--- src/rtl/uop_sequencer_pkg.sv ---
// Shared controller definitions: uOP row constants, the default halt opcode
// and the sequencer state encoding.
package uop_sequencer_pkg;

  localparam logic [2:0]  UOP_FETCH          = 3'd0;
  localparam logic [2:0]  UOP_DECODE         = 3'd1;
  localparam logic [2:0]  UOP_IDLE           = 3'd7;
  localparam logic [15:0] DEFAULT_HLT_OPCODE = 16'hFFFF;

  typedef enum logic [1:0] {
    ST_IDLE     = 2'd0,
    ST_RUNNING  = 2'd1,
    ST_STEPPING = 2'd2
  } seq_state_t;

endpackage

--- src/rtl/uop_sequencer_flag_latch.sv ---
// Two-bit enable-load flag register (zero, carry) with synchronous
// active-low reset.
module flag_latch (
  input  logic       i_clk,
  input  logic       i_rst_n,
  input  logic       i_load,
  input  logic [1:0] i_d,
  output logic [1:0] o_q
);

  logic [1:0] r_q;

  always_ff @(posedge i_clk) begin
    if (!i_rst_n) begin
      r_q <= 2'b00;
    end else if (i_load) begin
      r_q <= i_d;
    end
  end

  assign o_q = r_q;

endmodule

--- src/rtl/uop_sequencer.sv ---
// Micro-operation sequencer: owns the uOP counter, run/halt/single-step
// control and latched ALU flags. Overrun watchdog enabled by UOP_WATCHDOG_EN.
module uop_sequencer
  import uop_sequencer_pkg::*;
#(
  parameter logic [15:0] HLT_OPCODE = DEFAULT_HLT_OPCODE,
  parameter logic [2:0]  UOP_LIMIT  = 3'd6
) (
  input  logic        CLK,
  input  logic        RST_N,
  input  logic        RUN,
  input  logic        STEP_REQ,
  output logic        STEP_ACK,
  input  logic [15:0] INSTR,
  input  logic        RESET_uOP,
  input  logic        READ_FLAGS,
  input  logic        ALU_ZERO,
  input  logic        ALU_COUT,
  output logic [2:0]  uOP,
  output logic        ZERO_FLAG,
  output logic        COUT_FLAG,
  output logic        HALTED,
  output logic        INSTR_DONE,
  output logic        UOP_ERR
);

  seq_state_t r_state;
  seq_state_t w_state_nx;
  logic [2:0] r_uop;
  logic [2:0] w_uop_nx;
  logic       r_done;
  logic       w_done_nx;
  logic       r_ack;
  logic       w_ack_nx;
  logic       r_hlt_lock;
  logic       w_lock_nx;
  logic       w_exec;
  logic       w_halt;
  logic       w_over;
  logic       w_boundary;
  logic [1:0] w_flags;

  assign w_exec = (r_state == ST_RUNNING) || (r_state == ST_STEPPING);
  assign w_halt = (r_uop == 3'd2) && (INSTR == HLT_OPCODE);

`ifdef UOP_WATCHDOG_EN
  assign w_over = (r_uop == UOP_LIMIT);
`else
  assign w_over = 1'b0;
`endif

  assign w_boundary = RESET_uOP || w_halt || w_over;

  always_ff @(posedge CLK) begin
    if (!RST_N) begin
      r_state    <= ST_IDLE;
      r_uop      <= UOP_IDLE;
      r_done     <= 1'b0;
      r_ack      <= 1'b0;
      r_hlt_lock <= 1'b0;
    end else begin
      r_state    <= w_state_nx;
      r_uop      <= w_uop_nx;
      r_done     <= w_done_nx;
      r_ack      <= w_ack_nx;
      r_hlt_lock <= w_lock_nx;
    end
  end

  always_comb begin
    w_state_nx = r_state;
    w_uop_nx   = r_uop;
    w_done_nx  = 1'b0;
    w_ack_nx   = r_ack;
    w_lock_nx  = r_hlt_lock;

    // The handshake finishes once the requester has dropped STEP_REQ.
    if (r_ack && !STEP_REQ) w_ack_nx = 1'b0;
    if (!RUN) w_lock_nx = 1'b0;

    unique case (r_state)
      ST_IDLE: begin
        w_uop_nx = UOP_IDLE;
        if (RUN && !r_hlt_lock) begin
          w_state_nx = ST_RUNNING;
          w_uop_nx   = UOP_FETCH;
        end else if (STEP_REQ && !r_ack) begin
          w_state_nx = ST_STEPPING;
          w_uop_nx   = UOP_FETCH;
        end
      end
      ST_RUNNING, ST_STEPPING: begin
        if (w_boundary) begin
          w_done_nx = 1'b1;
          if (w_halt && RUN) w_lock_nx = 1'b1;
          if ((r_state == ST_RUNNING) && RUN && !w_halt) begin
            w_uop_nx = UOP_FETCH;
          end else begin
            w_state_nx = ST_IDLE;
            w_uop_nx   = UOP_IDLE;
          end
          if (r_state == ST_STEPPING) w_ack_nx = 1'b1;
        end else begin
          w_uop_nx = r_uop + 3'd1;
        end
      end
      default: begin
        w_state_nx = ST_IDLE;
        w_uop_nx   = UOP_IDLE;
      end
    endcase
  end

`ifdef UOP_WATCHDOG_EN
  logic r_err;

  always_ff @(posedge CLK) begin
    if (!RST_N) begin
      r_err <= 1'b0;
    end else if (w_exec && w_over) begin
      r_err <= 1'b1;
    end
  end

  assign UOP_ERR = r_err;
`else
  assign UOP_ERR = 1'b0;
`endif

  flag_latch u_flags (
    .i_clk   (CLK),
    .i_rst_n (RST_N),
    .i_load  (READ_FLAGS && w_exec),
    .i_d     ({ALU_ZERO, ALU_COUT}),
    .o_q     (w_flags)
  );

  assign uOP        = r_uop;
  assign ZERO_FLAG  = w_flags[1];
  assign COUT_FLAG  = w_flags[0];
  assign HALTED     = (r_state == ST_IDLE);
  assign INSTR_DONE = r_done;
  assign STEP_ACK   = r_ack;

endmodule
--- config.mk ---
export PLATFORM = sky130hd
export DESIGN_NAME = uop_sequencer
export DESIGN_NICKNAME = d
export VERILOG_FILES = /design/src/rtl/uop_sequencer_pkg.sv /design/src/rtl/uop_sequencer_flag_latch.sv /design/src/rtl/uop_sequencer.sv
export SDC_FILE = /design/constraint.sdc
export NUM_CORES = 1
export LEC_CHECK = 0
export ABC_AREA = 1
export CORE_MARGIN = 3
export CORE_UTILIZATION = 45
export DETAILED_ROUTE_END_ITERATION = 8
export DONT_BUFFER_PORTS = 1
export HOLD_SLACK_MARGIN = 0.06
export PLACE_DENSITY_LB_ADDON = 0.1
export SLEW_MARGIN = 30
export SYNTH_ARGS = -nofsm -noshare
export SYNTH_HDL_FRONTEND = slang
export SYNTH_SLANG_ARGS = --single-unit
--- constraint.sdc ---
create_clock -name CLK -period 1.4 [get_ports CLK]
set_input_delay 0.21 -clock CLK [delete_from_list [all_inputs] [get_ports CLK]]
set_output_delay 0.21 -clock CLK [all_outputs]
set_load 0.02 [all_outputs]
Yosys cells after proc, flatten, opt, wreduce, memory -nomap -nowiden
Index checks and enable logic that the tools add are counted. W data, S select, Z words.

Memories: 0. Latch bits: 0. Bits in writable memories: 0. Word-level logic and storage cells: 51. Memory bits (read-only): 0. Output and inout port bits: 9. Bits in registers: 10. Bits of input ports: 24.

Div/mod/pow operators: 0. Bitwise gates (word level): 0. Equal/unequal tests: 7. Multiplexer cells: 19. Reductions and logical operators: 18. Multipliers: 0. Shift-type cells: 0. $add $sub $neg: 1. Order comparisons: 0.

Operator list (number): $eq A16 B16 Y1 const B (1); $mux W3 (4); $mux W1 (9); $logic_and A1 B1 Y1 (8); $mux W2 (4); $pmux W3 S2 (1); $logic_not A1 Y1 (4); $ne A2 B2 Y1 const B (2); $pmux W2 S2 (1); $add A3 B1 Y3 const B (1); $eq A3 B2 Y1 const B (1); $ne A3 B1 Y1 const B (1); $reduce_and A3 Y1 (1); $eq A2 B1 Y1 const B (1); $eq A2 B2 Y1 const B (1); $logic_not A2 Y1 (1); $logic_or A1 B1 Y1 (2); $reduce_and A2 Y1 (1); $reduce_or A2 Y1 (1).

Logic depth before layout (Yosys ltp)
Gate-level depths: netlist (run 1).

Depth after elaboration: 7. Gate-level depth with buffers: 10. Depth with buffers taken out: 10.

Hierarchy
Synthesis (run 1) repeated with hierarchy kept, for this count alone.

Cell total of the unflattened synthesis: 88. Area total of the unflattened synthesis: 620.6 um2.

Modules (own cells, without submodules): uop_sequencer (area each 543.0 um2, times used 1, cells each 76); flag_latch (area each 77.6 um2, times used 1, cells each 12).

Least setup slack after synthesis (run 1)
Ideal clock, no wire load.

Kind: reg2reg. From: register r_uop[0], in the netlist uOP[0]. To: register r_uop[2], in the netlist uOP[2]. Required time: 1.287 ns. Stages on the path, launching flop included: 11. Slack: 0.101 ns. Setup time: 0.113 ns. Arrival: 1.185 ns. Path buffers: 0. Path through: dfxtp_1 inv_1 ha_1 nand2_1 nor2_1 nand2_2 nand2_2 inv_2 nand3_1 nand3_1 nand2_1.

Word-level cells in the longest chain between the ends: 7. Elaborated cells on any way between the ends: 9.

RTL lines: start: declaration (RTL line uop_sequencer.sv:29) `logic [2:0] r_uop;`; start signal: assignment (RTL line uop_sequencer.sv:63) `r_uop <= w_uop_nx;`; $eq A3 B2 Y1 (RTL line uop_sequencer.sv:44) `assign w_halt = (r_uop == 3'd2) && (INSTR == HLT_OPCODE);`; $logic_and A1 B1 Y1 (RTL line uop_sequencer.sv:44); $logic_not A1 Y1 (RTL line uop_sequencer.sv:96) `if ((r_state == ST_RUNNING) && RUN && !w_halt) begin`; $logic_and A1 B1 Y1 (RTL line uop_sequencer.sv:96); $mux W3 (RTL line uop_sequencer.sv:96); $mux W3 * (RTL line uop_sequencer.sv:93) `if (w_boundary) begin`; $pmux W3 S2 * (RTL line uop_sequencer.sv:81) `unique case (r_state)`.

Every way passes the cells marked *; elsewhere a longest branch is shown, timed or not. A chain may end at the register's enable or synchronous reset.

Worst setup path in the final report (run 1)
From: register r_state[1]. To: register r_ack, in the netlist STEP_ACK.

Word-level cells in the longest chain between the ends: 4. Elaborated cells on any way between the ends: 6.

RTL lines: start: declaration (RTL line uop_sequencer.sv:27) `seq_state_t r_state;`; start signal: assignment (RTL line uop_sequencer.sv:62) `r_state <= w_state_nx;`; $eq A2 B2 Y1 (RTL line uop_sequencer.sv:81, uop_sequencer.sv:102); $mux W1 (RTL line uop_sequencer.sv:102) `if (r_state == ST_STEPPING) w_ack_nx = 1'b1;`; $mux W1 (RTL line uop_sequencer.sv:93); $mux W1 * (RTL line uop_sequencer.sv:81); end signal: assignment (RTL line uop_sequencer.sv:65) `r_ack <= w_ack_nx;`; end: declaration (RTL line uop_sequencer.sv:33) `logic r_ack;`.

Marks and branches as above.

==> results by group, run 1 <==
Timing
  • Final Hold Vio Count: 0
  • Min Tclk post-route: between 1 and 1.5 ns
  • F_max: approximately 0.78 GHz
  • Setup TNS: 0 ns
  • Setup Viol. Count Final: 0
  • Period utilization: 0.9151
  • RSZ-0062 raised after global routing: false
  • Final Skew: ~0.0016 ns
  • Max Slew Vio Count: 0
  • Min Hold Slack: 0.07432 ns

Worst setup path
  • Kind of critical path: flop to flop
  • Worst Setup Start Kind: flop
  • Crit. End Element: flop
  • Crit Path Max Fanout: 5
  • CP bufs+invs: 2
  • Arr. time, crit path: between 1 and 1.5 ns
  • Peak per-stage delay on the critical path: ~0.38 ns
  • Largest delay share family, worst path: adder cells
  • Crit-path slowest cell: ha_2
  • Crit path cell chain: inv_1, ha_2, inv_1, nor3_4, nand2_1, nand2_1
  • Critical Path RT: approximately 1.6 ns

Finish
  • Layout Nets: roughly 120
  • Diodes inserted: 0
  • Share of post-route cells with drive strength above 1: 0.1978
  • Multi-input gate area: between 300 and 400 sq um
  • Filler instances: 118
  • Reg area: approximately 200 sq um
  • Area growth, synth to finish: 15.82%

CTS
  • Root buffer cell: clkbuf_4
  • Max clock buf depth: 2
  • Worst-path clk slew: 0.07 ns
  • Clock latency on the worst-skew pair: between 0.2 and 0.3 ns
  • CTS sink cnt: 10
  • Total CTS buffers: 3
  • CTS tree: yes
  • H-tree depth: 1

Synth
  • Area of the mapped netlist: ~590 sq um
  • Asr flop ratio synth: 0
  • Main flop type after synthesis: dfxtp_1
  • Ranking of synthesized cells by area: dfxtp_1, ha_1, nand2_1, inv_1, nor2_1
  • Mapped Avg Cell Area: 7.145 sq um
  • Top-count cell post-synth: nand2_1
  • Area share of the leading cell type in the synthesized netlist: 0.3376
  • Cell taking the most area after synthesis: dfxtp_1
  • Number of flops mapped to enable cells by yosys: 0
  • Yosys reg bits: 10
  • Seq/Total Area, Yosys: 0.3376
  • Netlist cell types: 19
  • Gate Count Post-Synth: slightly above 80
  • Most common library cells after synthesis: nand2_1, inv_1, dfxtp_1, nor2_1
  • Synth warn: 0
  • Syn_nets: approximately 110

Route
  • DR pass1 iterations: 4
  • DR vias: 522
  • Iter 0 DRT Violations: 4
  • Final wirelength: between 1 and 1.5 mm
  • Post-DRT Antenna Nets: 0
  • Drt via density: 4.971
  • Residual DRC count: 0
  • Wire per inst: roughly 11 microns

Min path
  • HP Class: input port to flop

Global routing
  • Pin count of the biggest net entering global routing: 7
  • Gr ovfl total: 0
  • Vias in the first global route: around 500
  • Total global-route track usage: 0.1459
  • First-pass GRT wire length: just over 2 mm
  • Initial antenna violation count: 0

Placed design
  • Port Buffers: 0
  • Detailed placement HPWL: around 1.0 mm
  • Routability congestion estimate: approximately 0.73

Run status
  • Status: finished clean

Floorplanning
  • Ports: 33
  • Starting Density: 0.5064
  • Chip height: 42.31 microns
  • Rows: 12
  • DIE AREA: around 1800 sq um
  • Core area: about 1200 sq um
  • Die X: 42.31 microns

Pwr
  • VDD IR max: slightly below 0.7 mV
  • LEAKAGE: around 0.36 nW
  • Power Total: about 930 uW
  • Power per Cell Area: 1347 nW/um^2

Flow run
  • MaxCap Viol Count: 0
-- report_power, final --
group / internal [mW] / switching, mW / total [mW]
Combinational: 0.122 / 0.173 / 0.295
Sequential: 0.328 / 0.0435 / 0.371
Clock: 0.158 / 0.101 / 0.259
-- cell families after synthesis --
group	share of synthesized area
AO/OA/AOI/OAI	0.1097
other	0.006323
AND/OR/NAND/NOR	0.3249
adder cells (fa/ha/maj)	0.1266
buffers and inverters	0.09493
flip-flops	0.3375
-- metrics by stage --
stage / util / area, sq um / setup WS (ns) / instances
final: 0.5865 / 686.9 / 0.1188 / 105
after global placement: 0.5406 / 633.1 / 0.08686 / 100
after global routing: 0.5865 / 686.9 / 0.003723 / 105
after detailed placement: 0.5406 / 633.1 / 0.06671 / 100
after CTS: 0.5801 / 679.4 / 0.04634 / 105
after floorplan: - / 593.1 / 0.1013 / 83
-- registers in the layout, summed over array words and instances (netlist names) --
register / flops
r_hlt_lock: 1
u_flags.o_q: 2
uOP: 3
STEP_ACK: 1
INSTR_DONE: 1
r_state: 2
-- repair_timing --
action                                  in CTS  in global routing
setup buffers                                0                  0
hold buffers                                 1                  0
hold endpoints to repair                     1                  0
gates resized for setup                      0                  4
endpoints found under the setup margin       0                  9
-- cell type report --
class | count | share of cell area
sequential | 10 | 0.2933
tap | 14 | 0.02550
clock buffer | 4 | 0.05282
inverter | 13 | 0.07104
multi-input combinational | 59 | 0.4991
timing repair buffer | 5 | 0.05829
-- final timing paths --
kind,slack (ns),startpoint,endpoint,cells past startpoint
max,0.12,r_state[1],STEP_ACK,6
min,0.07,RST_N,r_hlt_lock,1
max reg2reg,0.12,r_state[1],STEP_ACK,6
min reg2reg,0.48,r_state[0],r_state[0],2
-- cell usage in the layout, fill, tap and decap left out, drive strengths merged --
master	synthesis	layout
nand3	6	6
buf	1	4
dlygate4sd3	0	1
inv	13	13
clkbuf	0	4
nor3	1	1
o211ai	1	1
ha	6	6
o21bai	1	1
nor2	11	11
nand2	21	21
nand4	2	2
o21ai	5	5
a21oi	2	2
o211a	1	1
dfxtp	10	10
or2	1	1
conb	1	1
-- worst register-to-register path: stages, from the launching register on --
cell	delay, ns
dfxtp_1	0.36
inv_1	0.09
ha_2	0.38
inv_1	0.10
nor3_4	0.20
nand2_1	0.06
nand2_1	0.05
-- per-layer routing --
metal,vias to the layer above,wire length (microns),global-route usage
met5,-,0,0
met4,0,16,0.07453
met2,17,578,0.2340
met3,4,95,0.04292
met1,226,484,0.1740
li1,275,-,-
No activity file was read; power rests on OpenSTA's default activity.
==> run 2: changes to the inputs <==
--- a/config.mk
+++ b/config.mk
@@ -15,4 +15,5 @@
 export SLEW_MARGIN = 30
 export SYNTH_ARGS = -nofsm -noshare
 export SYNTH_HDL_FRONTEND = slang
+export SYNTH_HIERARCHICAL = 1
 export SYNTH_SLANG_ARGS = --single-unit
==> run 2 against run 1 <==
Sequential power increased by 2%. Clock skew shrank 0.00068 ns. Via count rose by 1.7%. First-iteration DRC count fell by 25%. Largest power group unchanged. Sequential share of layout area decreased by 0.96 points. Utilization is 0.096 points higher. Clock power decreased by 3%. Non-clock buffer count decreased by 1. Largest cell class unchanged.
==> results by group, run 2 <==
Global routing
  • First-pass GRT wire length: 1.807 mm (was 2.042 mm)
  • Pin count of the biggest net entering global routing: 8 (was 7)
  • Initial antenna violation count: 0 (unchanged)
  • Total global-route track usage: 0.1263 (was 0.1459)
  • Vias in the first global route: 451 (was 498)
  • Gr ovfl total: 0 (unchanged)

Worst setup path
  • Worst R2R Setup Slack: 0.06 ns (was 0.12 ns)
  • Arr. time, crit path: 1.54 ns (was 1.49 ns)
  • Kind of critical path: flop to flop (unchanged)
  • Crit Path Max Fanout: 7 (was 5)
  • Worst Setup Start Kind: flop (unchanged)
  • Critical Path RT: 1.60 ns (was 1.61 ns)
  • Crit. End Element: flop (unchanged)

Finish
  • Commonest non-fill, non-tap cells in the layout: nand2_1, dfxtp_1, inv_1, nor2_1 (was nand2_1, inv_1, nor2_1, dfxtp_1, nand3_1)
  • Diodes inserted: 0 (unchanged)
  • Layout Nets: 126 (was 122)
  • Max reg flops: 3 (unchanged)
  • Most common cell after layout, fill and taps aside: nand2_1 (unchanged)
  • Share of post-route cells with drive strength above 1: 0.2421 (was 0.1978)
  • Area growth, synth to finish: 13.71% (was 15.82%)
  • Filler instances: 125 (was 118)
  • Util after Layout: 0.5875 (was 0.5865)

Timing
  • Min Tclk post-route: 1.344 ns (was 1.281 ns)
  • Final Skew: 0.0009419 ns (was 0.001626 ns)
  • RSZ-0062 raised after global routing: true (was false)
  • Setup Viol. Count Final: 0 (unchanged)
  • Min Hold Slack: 0.07507 ns (was 0.07432 ns)
  • Worst Slack Setup Final: 0.05595 ns (was 0.1188 ns)
  • Final Hold Vio Count: 0 (unchanged)
  • F_max: 0.7440 GHz (was 0.7805 GHz)
  • Period utilization: 0.9600 (was 0.9151)
  • Max Slew Vio Count: 0 (unchanged)

Placed design
  • Detailed placement HPWL: 955.6 microns (was 1.001 mm)
  • Setup WS pre-CTS: 0.02548 ns (was 0.06671 ns)
  • Port Buffers: 0 (unchanged)
  • Routability congestion estimate: 0.7407 (was 0.7314)

Pwr
  • VDD IR max: 0.7466 mV (was 0.6753 mV)
  • Combinational Power Share: 0.319 (about the same)
  • Psw: 318.5 uW (was 318.3 uW)
  • Sequential group share of total power: 0.408 (was 0.401)
  • LEAKAGE: 0.3462 nW (was 0.3586 nW)
  • Clock network fraction of total power: 0.273 (was 0.280)
  • Internal: 606.5 uW (was 607.2 uW)
  • Switching Share: 0.3443 (was 0.3439)
  • Power per Cell Area: 1311 nW/um^2 (was 1347 nW/um^2)

Route
  • DR vias: 531 (was 522)
  • Post-DRT Antenna Nets: 0 (unchanged)
  • Iter 0 DRT Violations: 3 (was 4)
  • Residual DRC count: 0 (unchanged)
  • DR pass1 iterations: 4 (unchanged)
  • Final wirelength: 1.141 mm (was 1.174 mm)
  • Drt via density: 4.872 (was 4.971)
  • Wire per inst: 10.47 microns (was 11.18 microns)

Synth
  • Gate Count Post-Synth: 88 (was 83)
  • Asr flop ratio synth: 0 (unchanged)
  • Synth warn: 6 (was 0)
  • Yosys reg bits: 10 (unchanged)
  • Mapped Avg Cell Area: 7.052 sq um (was 7.145 sq um)
  • Seq/Total Area, Yosys: 0.3226 (was 0.3376)
  • Netlist cell types: 22 (was 19)
  • Number of flops mapped to enable cells by yosys: 0 (unchanged)
  • Cell taking the most area after synthesis: dfxtp_1 (unchanged)
  • Top-count cell post-synth: nand2_1 (unchanged)
  • Area share of the leading cell type in the synthesized netlist: 0.3226 (was 0.3376)
  • Ranking of synthesized cells by area: dfxtp_1, nand2_1, ha_1, inv_1, nor2_1 (was dfxtp_1, ha_1, nand2_1, inv_1, nor2_1)
  • Area of the mapped netlist: 620.6 sq um (was 593.1 sq um)
  • Most common library cells after synthesis: nand2_1, dfxtp_1, inv_1 (was nand2_1, inv_1, dfxtp_1, nor2_1)
  • Syn_nets: 118 (was 113)
  • Main flop type after synthesis: dfxtp_1 (unchanged)

Floorplanning
  • Chip height: 43.14 microns (was 42.31 microns)
  • Ports: 33 (unchanged)
  • Die X: 43.14 microns (was 42.31 microns)
  • Rows: 12 (unchanged)
  • Core area: 1201 sq um (was 1171 sq um)
  • Starting Density: 0.5167 (was 0.5064)
  • DIE AREA: 1861 sq um (was 1790 sq um)

CTS
  • Clock latency on the worst-skew pair: 0.26 ns (about the same)
  • Total CTS buffers: 3 (unchanged)
  • Root buffer cell: clkbuf_4 (unchanged)
  • Post-CTS Repair Setup Buffers: 0 (unchanged)
  • H-tree depth: 1 (unchanged)
  • Max clock buf depth: 2 (unchanged)
  • CTS tree: yes (unchanged)
  • Worst-path clk slew: 0.06 ns (was 0.07 ns)
  • CTS sink cnt: 10 (unchanged)

Flow run
  • MaxCap Viol Count: 0 (unchanged)

Min path
  • HP Class: input port to flop (unchanged)

Run status
  • Status: finished clean (unchanged)
## run 2: cell types whose count changed in the layout (fill, tap and decap cells not counted), moves of 2 or more
cell,change
inv_1,-2
o21ai_0,-4
nand2_1,+6
a21oi_2,+2
inv_2,+2
nor2_1,-2
## run 2: logic make-up after synthesis
kind of cell    after synthesis  synth area share
compound gates                7           0.08871
fa+ha+maj                     6            0.1210
buf+inv                      15           0.09678
flops                        10            0.3226
other cells                   1          0.006043
simple gates                 49            0.3649
## run 2: worst paths after layout
path | start | endpoint | cells after the start
setup / recovery | r_state[0] | r_state[0] | 6
hold / removal | RUN | r_hlt_lock | 2
setup reg to reg | r_state[0] | r_state[0] | 6
hold reg to reg | r_hlt_lock | r_hlt_lock | 2
## run 2: repair_timing
| item | in CTS | in global routing |
|---|---|---|
| endpoints found under the hold margin | 2 | 0 |
| hold buffers | 1 | 0 |
| gates resized for setup | 0 | 2 |
| endpoints found under the setup margin | 0 | 7 |
## run 2: area by class of cell
cell class                      count  area (sq um)  area share
Timing Repair Buffer                4         32.53     0.04610
Clock buffer                        4         36.28     0.05142
Sequential cell                    10         200.2      0.2837
Inverter                           14         52.55     0.07447
Multi-Input combinational cell     63         366.6      0.5195
Tap cell                           14         17.52     0.02482
## run 2: metal layers
metal / track usage / vias up / wire [microns]
met3: 0.08051 / 0 / 90
li1: - / 285 / -
met1: 0.1527 / 230 / 496
met5: 0 / - / 0
met4: 0 / 0 / 0
met2: 0.2006 / 16 / 555
## run 2: stage by stage
stage	std cells	total power [mW]	TNS [ns]	cell area [sq um]
6_report	109	0.9249	0	705.7
5_1_grt	109	1.001	-0.04766	705.7
4_1_cts	109	0.9398	0	699.4
3_5_place_dp	104	0.6729	0	653.1
3_3_place_gp	104	0.6710	0	653.1
2_1_floorplan	88	0.6080	0	620.6
## run 2: power by group through the flow
stage	Clock, mW	Combinational, mW	Sequential, mW
after detailed placement	0	0.288	0.384
after global placement	0	0.287	0.384
after floorplan	0	0.210	0.398
after CTS	0.268	0.294	0.378
final	0.252	0.295	0.377
after global routing	0.281	0.338	0.382
## run 2: worst max-delay path, cell delays in order (launching register included)
cell and delay [ns]:
dfxtp_1 0.38, inv_1 0.09, ha_2 0.40, o211ai_2 0.15, nand2_2 0.10, nand2_1 0.07, a21oi_2 0.11
